===== config.mk =====
export PLATFORM = sky130hd
export DESIGN_NAME = cp0_int_ctrl
export DESIGN_NICKNAME = d
export VERILOG_FILES = /design/src/rtl/cp0_int_ctrl.sv
export SDC_FILE = /design/constraint.sdc
export NUM_CORES = 1
export LEC_CHECK = 0
export BUFFER_PORTS_ARGS = -buffer_cell sky130_fd_sc_hd__buf_2
export CORE_MARGIN = 3
export CORE_UTILIZATION = 47
export CTS_BUF_LIST = sky130_fd_sc_hd__clkbuf_16
export DETAILED_ROUTE_END_ITERATION = 7
export PLACE_DENSITY = 0.9
export SETUP_SLACK_MARGIN = 0.5
export SYNTH_ARGS = -nofsm -noshare
export SYNTH_HDL_FRONTEND = slang
export SYNTH_SLANG_ARGS = --single-unit

===== constraint.sdc =====
create_clock -name clk -period 3.6 [get_ports clk]
set_input_delay 0.18 -clock clk [delete_from_list [all_inputs] [get_ports clk]]
set_output_delay 0.18 -clock clk [all_outputs]
set_load 0.005 [all_outputs]

===== src/rtl/cp0_int_ctrl.sv =====
// rtl/cp0_int_ctrl.sv - CP0 interrupt/exception controller (SR, Cause, EPC, PRId).
// Optional delay-slot EPC/BD tracking is enabled by defining CP0_BD_EN.
module cp0_int_ctrl #(
  parameter logic [31:0] PRID    = 32'h0000_7F01,
  parameter logic [31:0] EPC_RST = 32'h0000_0000
) (
  input  logic        clk,
  input  logic        reset,
  input  logic [4:0]  A1,
  input  logic [4:0]  A2,
  input  logic [31:0] DIn,
  input  logic        We,
  input  logic [31:0] PC,
  input  logic        ExcValid,
  input  logic [4:0]  ExcCode,
  input  logic        BDIn,
  input  logic [5:0]  HWInt,
  input  logic        EXLClr,
  output logic        IntReq,
  output logic [31:0] EPC,
  output logic [31:0] DOut
);

  logic [5:0]  im;
  logic        exl;
  logic        ie;
  logic [5:0]  ip;
  logic [4:0]  exc_code;
  logic [31:0] epc_q;
  logic        bd;
  logic        int_pend;
  logic        exc_pend;
  logic [31:0] pc_word;

  assign pc_word  = {PC[31:2], 2'b00};
  assign int_pend = (|(HWInt & im)) & ie & ~exl;
  assign exc_pend = ExcValid & ~exl;
  assign IntReq   = int_pend | exc_pend;
  assign EPC      = epc_q;

  // A flushed mtc0 (We with IntReq) must not touch any state.
  always_ff @(posedge clk) begin
    if (reset) begin
      im       <= 6'b0;
      exl      <= 1'b0;
      ie       <= 1'b0;
      ip       <= 6'b0;
      exc_code <= 5'b0;
      epc_q    <= EPC_RST;
    end else begin
      ip <= HWInt;
      if (IntReq) begin
        exl      <= 1'b1;
        exc_code <= int_pend ? 5'd0 : ExcCode;
`ifdef CP0_BD_EN
        epc_q    <= BDIn ? (pc_word - 32'd4) : pc_word;
`else
        epc_q    <= pc_word;
`endif
      end else begin
        if (We && A2 == 5'd12) begin
          im  <= DIn[15:10];
          exl <= DIn[1];
          ie  <= DIn[0];
        end
        if (We && A2 == 5'd14)
          epc_q <= {DIn[31:2], 2'b00};
        if (EXLClr)
          exl <= 1'b0;
      end
    end
  end

`ifdef CP0_BD_EN
  always_ff @(posedge clk) begin
    if (reset)
      bd <= 1'b0;
    else if (IntReq)
      bd <= BDIn;
  end
`else
  logic unused_bd;
  assign bd        = 1'b0;
  assign unused_bd = BDIn;
`endif

  logic unused_pc;
  assign unused_pc = ^PC[1:0];

  always_comb begin
    DOut = 32'b0;
    case (A1)
      5'd12:   DOut = {16'b0, im, 8'b0, exl, ie};
      5'd13:   DOut = {bd, 15'b0, ip, 3'b0, exc_code, 2'b0};
      5'd14:   DOut = epc_q;
      5'd15:   DOut = PRID;
      default: DOut = 32'b0;
    endcase
  end

endmodule


==> run summary <==
Average cell area after synthesis -> 9.41 um2
Hold EP -> ip[5]$_SDFF_PP0_
DIE AREA -> 0.00665 mm2
Setup_tns -> 0 ns
Synthesized area -> 0.00268 mm2
Total GRT Usage -> 21.7%
Area grow syn2layout -> 32.4%
Worst hold path depth -> 2
RSZ-0062 raised after global routing -> false
Slowest CP cell -> a41o_2
Grt met2 use -> 41.4%
IO Pins -> 156
Commonest non-fill, non-tap cells in the layout -> buf_2, nor2_1, dfxtp_1
Power Density -> 355 mW/mm2
Hold Fails Final Rpt -> 0
Hold crit path type -> input port to flip-flop
Part of the Yosys area used for sequential elements -> 36.6%
Via count -> 2587
WL/cell -> 14.9 um
End of the worst register-to-register path -> EPC[21]$_SDFFE_PP0P_
Hold Buf Count CTS -> 0
Starting density of the core -> 50.6%
Post-route ant nets -> 0
Final wirelength -> 7340 um
Max-cap violations -> 0
Initial antenna violation count -> 0
P_leak -> 1.61 nW
Slowest cell delay on critical path -> 0.69 ns
Max Slew Vio Count -> 0
Startpoint Class -> flip-flop
Clock sink total -> 49
Worst path buffer plus inverter count -> 3
CTS tree -> yes
Synth top area share -> 36.6%
GPL Wtd Cong -> 0.821
Cell taking the most area after synthesis -> dfxtp_1
Status -> finished, final reports clean
Clock Tree Buf Depth -> 2
Die Span X -> 81.5 um
CP Cell Sequence -> a22oi_1 -> a41o_2 -> buf_4 -> inv_1 -> buf_2
Clk_lat worst skew -> 0.28 ns
HP Start -> HWInt[5]
Data required time at the worst endpoint -> 3.42 ns
Reg2reg path depth -> 5
FF+latch count, synth -> 49
CP delay by family, top -> compound AO/OA/AOI/OAI gates
Final min period -> 2.35 ns
Die Y-Extent -> 81.5 um
Layout cells sized above 1 -> 45.8%
IO buf count -> 150
Row count -> 26
F_max -> 426 MHz
Root buf cell -> clkbuf_16
Grt ovf -> 0
Synthesized netlist cell count -> 285
CP Launch Point -> im[1]$_SDFFE_PP0P_
CP endpoint kind -> primary output
Post-synth cell types -> 31
Max-slew headroom -> 20.5%
CTS-repair resized insts -> 0
DRC Markers -> 0
CTS buffer count -> 5
Largest fanout on the critical path -> 34
DR vias/cell -> 5.24
GR Util met1 -> 24.3%
Max H-tree Level -> 2
Worst R2R Start -> im[1]$_SDFFE_PP0P_
DR pass1 iterations -> 4
Reg-to-reg slack, setup -> 1.53 ns
Iteration-0 DRC Markers -> 82
Fin crit share -> 65.2%
CTS clk-pin slew, worst paths -> 0.06 ns
Crit path DAT -> 2.17 ns
Power, Total -> 1.26 mW
Met3 Usage GRT -> 4.71%
Gr busiest metal -> met2
Ys Warns -> 0
Worst-margin pin slew -> 1.19 ns
Largest net degree at the start of global routing -> 53
Kind of critical path -> flip-flop to primary output
Core Region -> 0.00530 mm2
Final setup viols -> 0
Commonest non-fill, non-tap cell in the layout -> buf_2
Worst vdd ir -> 0.000219 V
Ranking of synthesized cells by area -> dfxtp_1, a211oi_2, mux2i_1
Number of global-route vias before repair -> 2477
Global-route wire length before repair -> 11400 um
DP Wirelength -> 5640 um
Clk_skew -> 0.00300 ns
Antenna cells -> 0
Post-CTS setup buffer count -> 0
Nets -> 514
[cell usage after synthesis]
cell type,n
nor2_1,55
dfxtp_1,49
mux2i_1,37
a211oi_2,30
and2_1,18
nor2b_1,14
a22oi_1,8
buf_2,8
nand2b_1,8
nand4b_1,8
o21ai_0,7
clkbuf_1,6
a211oi_1,5
nor3_1,5
buf_6,4
a21oi_1,3
inv_1,3
buf_1,2
buf_4,2
nand2_1,2
a31o_2,1
a41o_1,1
clkbuf_2,1
conb_1,1
nand3_1,1
nand3b_1,1
nand4b_4,1
nor3_2,1
nor3b_4,1
nor4_1,1
o21bai_1,1
[cell families (layout without fill, tap and decap cells)]
kind of cell,count (synthesis),count (layout),share of synthesized area (%)
and+or+nand+nor,116,116,23.5
AOI/OAI and AO/OA,56,56,20.5
DFF,49,49,36.6
muxes,37,37,13.8
buffers and inverters,26,164,5.46
other,1,2,0.140
[area by class of cell]
type | instances | area [um2]
Fill cell | 442 | 1750
Clock inverter | 3 | 12.5
Multi-Input combinational cell | 211 | 1560
Sequential cell | 49 | 981
Inverter | 3 | 11.3
Timing Repair Buffer | 153 | 773
Clock buffer | 5 | 125
Tap cell | 70 | 87.6
[per-stage QoR]
| stage | cells | hold slack, ns | setup slack (ns) | cell area [um2] | utilization, % |
|---|---|---|---|---|---|
| after floorplan | 286 | 0.308 | 2.23 | 2690 | - |
| after global placement | 486 | 0.409 | 1.50 | 3410 | 64.3 |
| after detailed placement | 486 | 0.420 | 1.43 | 3410 | 64.3 |
| after CTS | 494 | 0.125 | 1.27 | 3550 | 66.9 |
| after global routing | 494 | 0.129 | 1.12 | 3550 | 66.9 |
| final | 494 | 0.127 | 1.25 | 3550 | 66.9 |
[sequential cells by signal (all words and copies together) (netlist names)]
register  flops
EPC          30
exc_code      5
exl           1
ie            1
im            6
ip            6
[worst register-to-register path, delay by kind of cell (launching register included)]
| family | cells | cell delay, ns |
|---|---|---|
| and+or+nand+nor | 1 | 0.11 |
| buffers and inverters | 1 | 0.41 |
| DFF | 1 | 0.33 |
| AOI/OAI and AO/OA | 3 | 1.15 |
[where the power goes]
group | switching, mW | internal [mW]
Sequential | 0.0232 | 0.577
Combinational | 0.112 | 0.108
Clock | 0.190 | 0.251
[per-layer routing]
metal  wire [um]  vias to the layer above  part of all wire (%)
met5           0                        -                     0
met2        3730                      111                    51
met1        2940                     1185                    40
met4          74                        0                   1.0
met3         594                       10                   8.1
li1            -                     1281                     -
[worst max-delay path by stage]
stage / cells past startpoint / endpoint / slack, ns
after global placement: 5 / DOut[19] / 1.50
after detailed placement: 5 / DOut[16] / 1.43
after global routing: 5 / IntReq / 1.12
after floorplan: 6 / IntReq / 2.23
after CTS: 5 / IntReq / 1.27
final: 5 / IntReq / 1.25
Power figures use the tool's default switching activity.
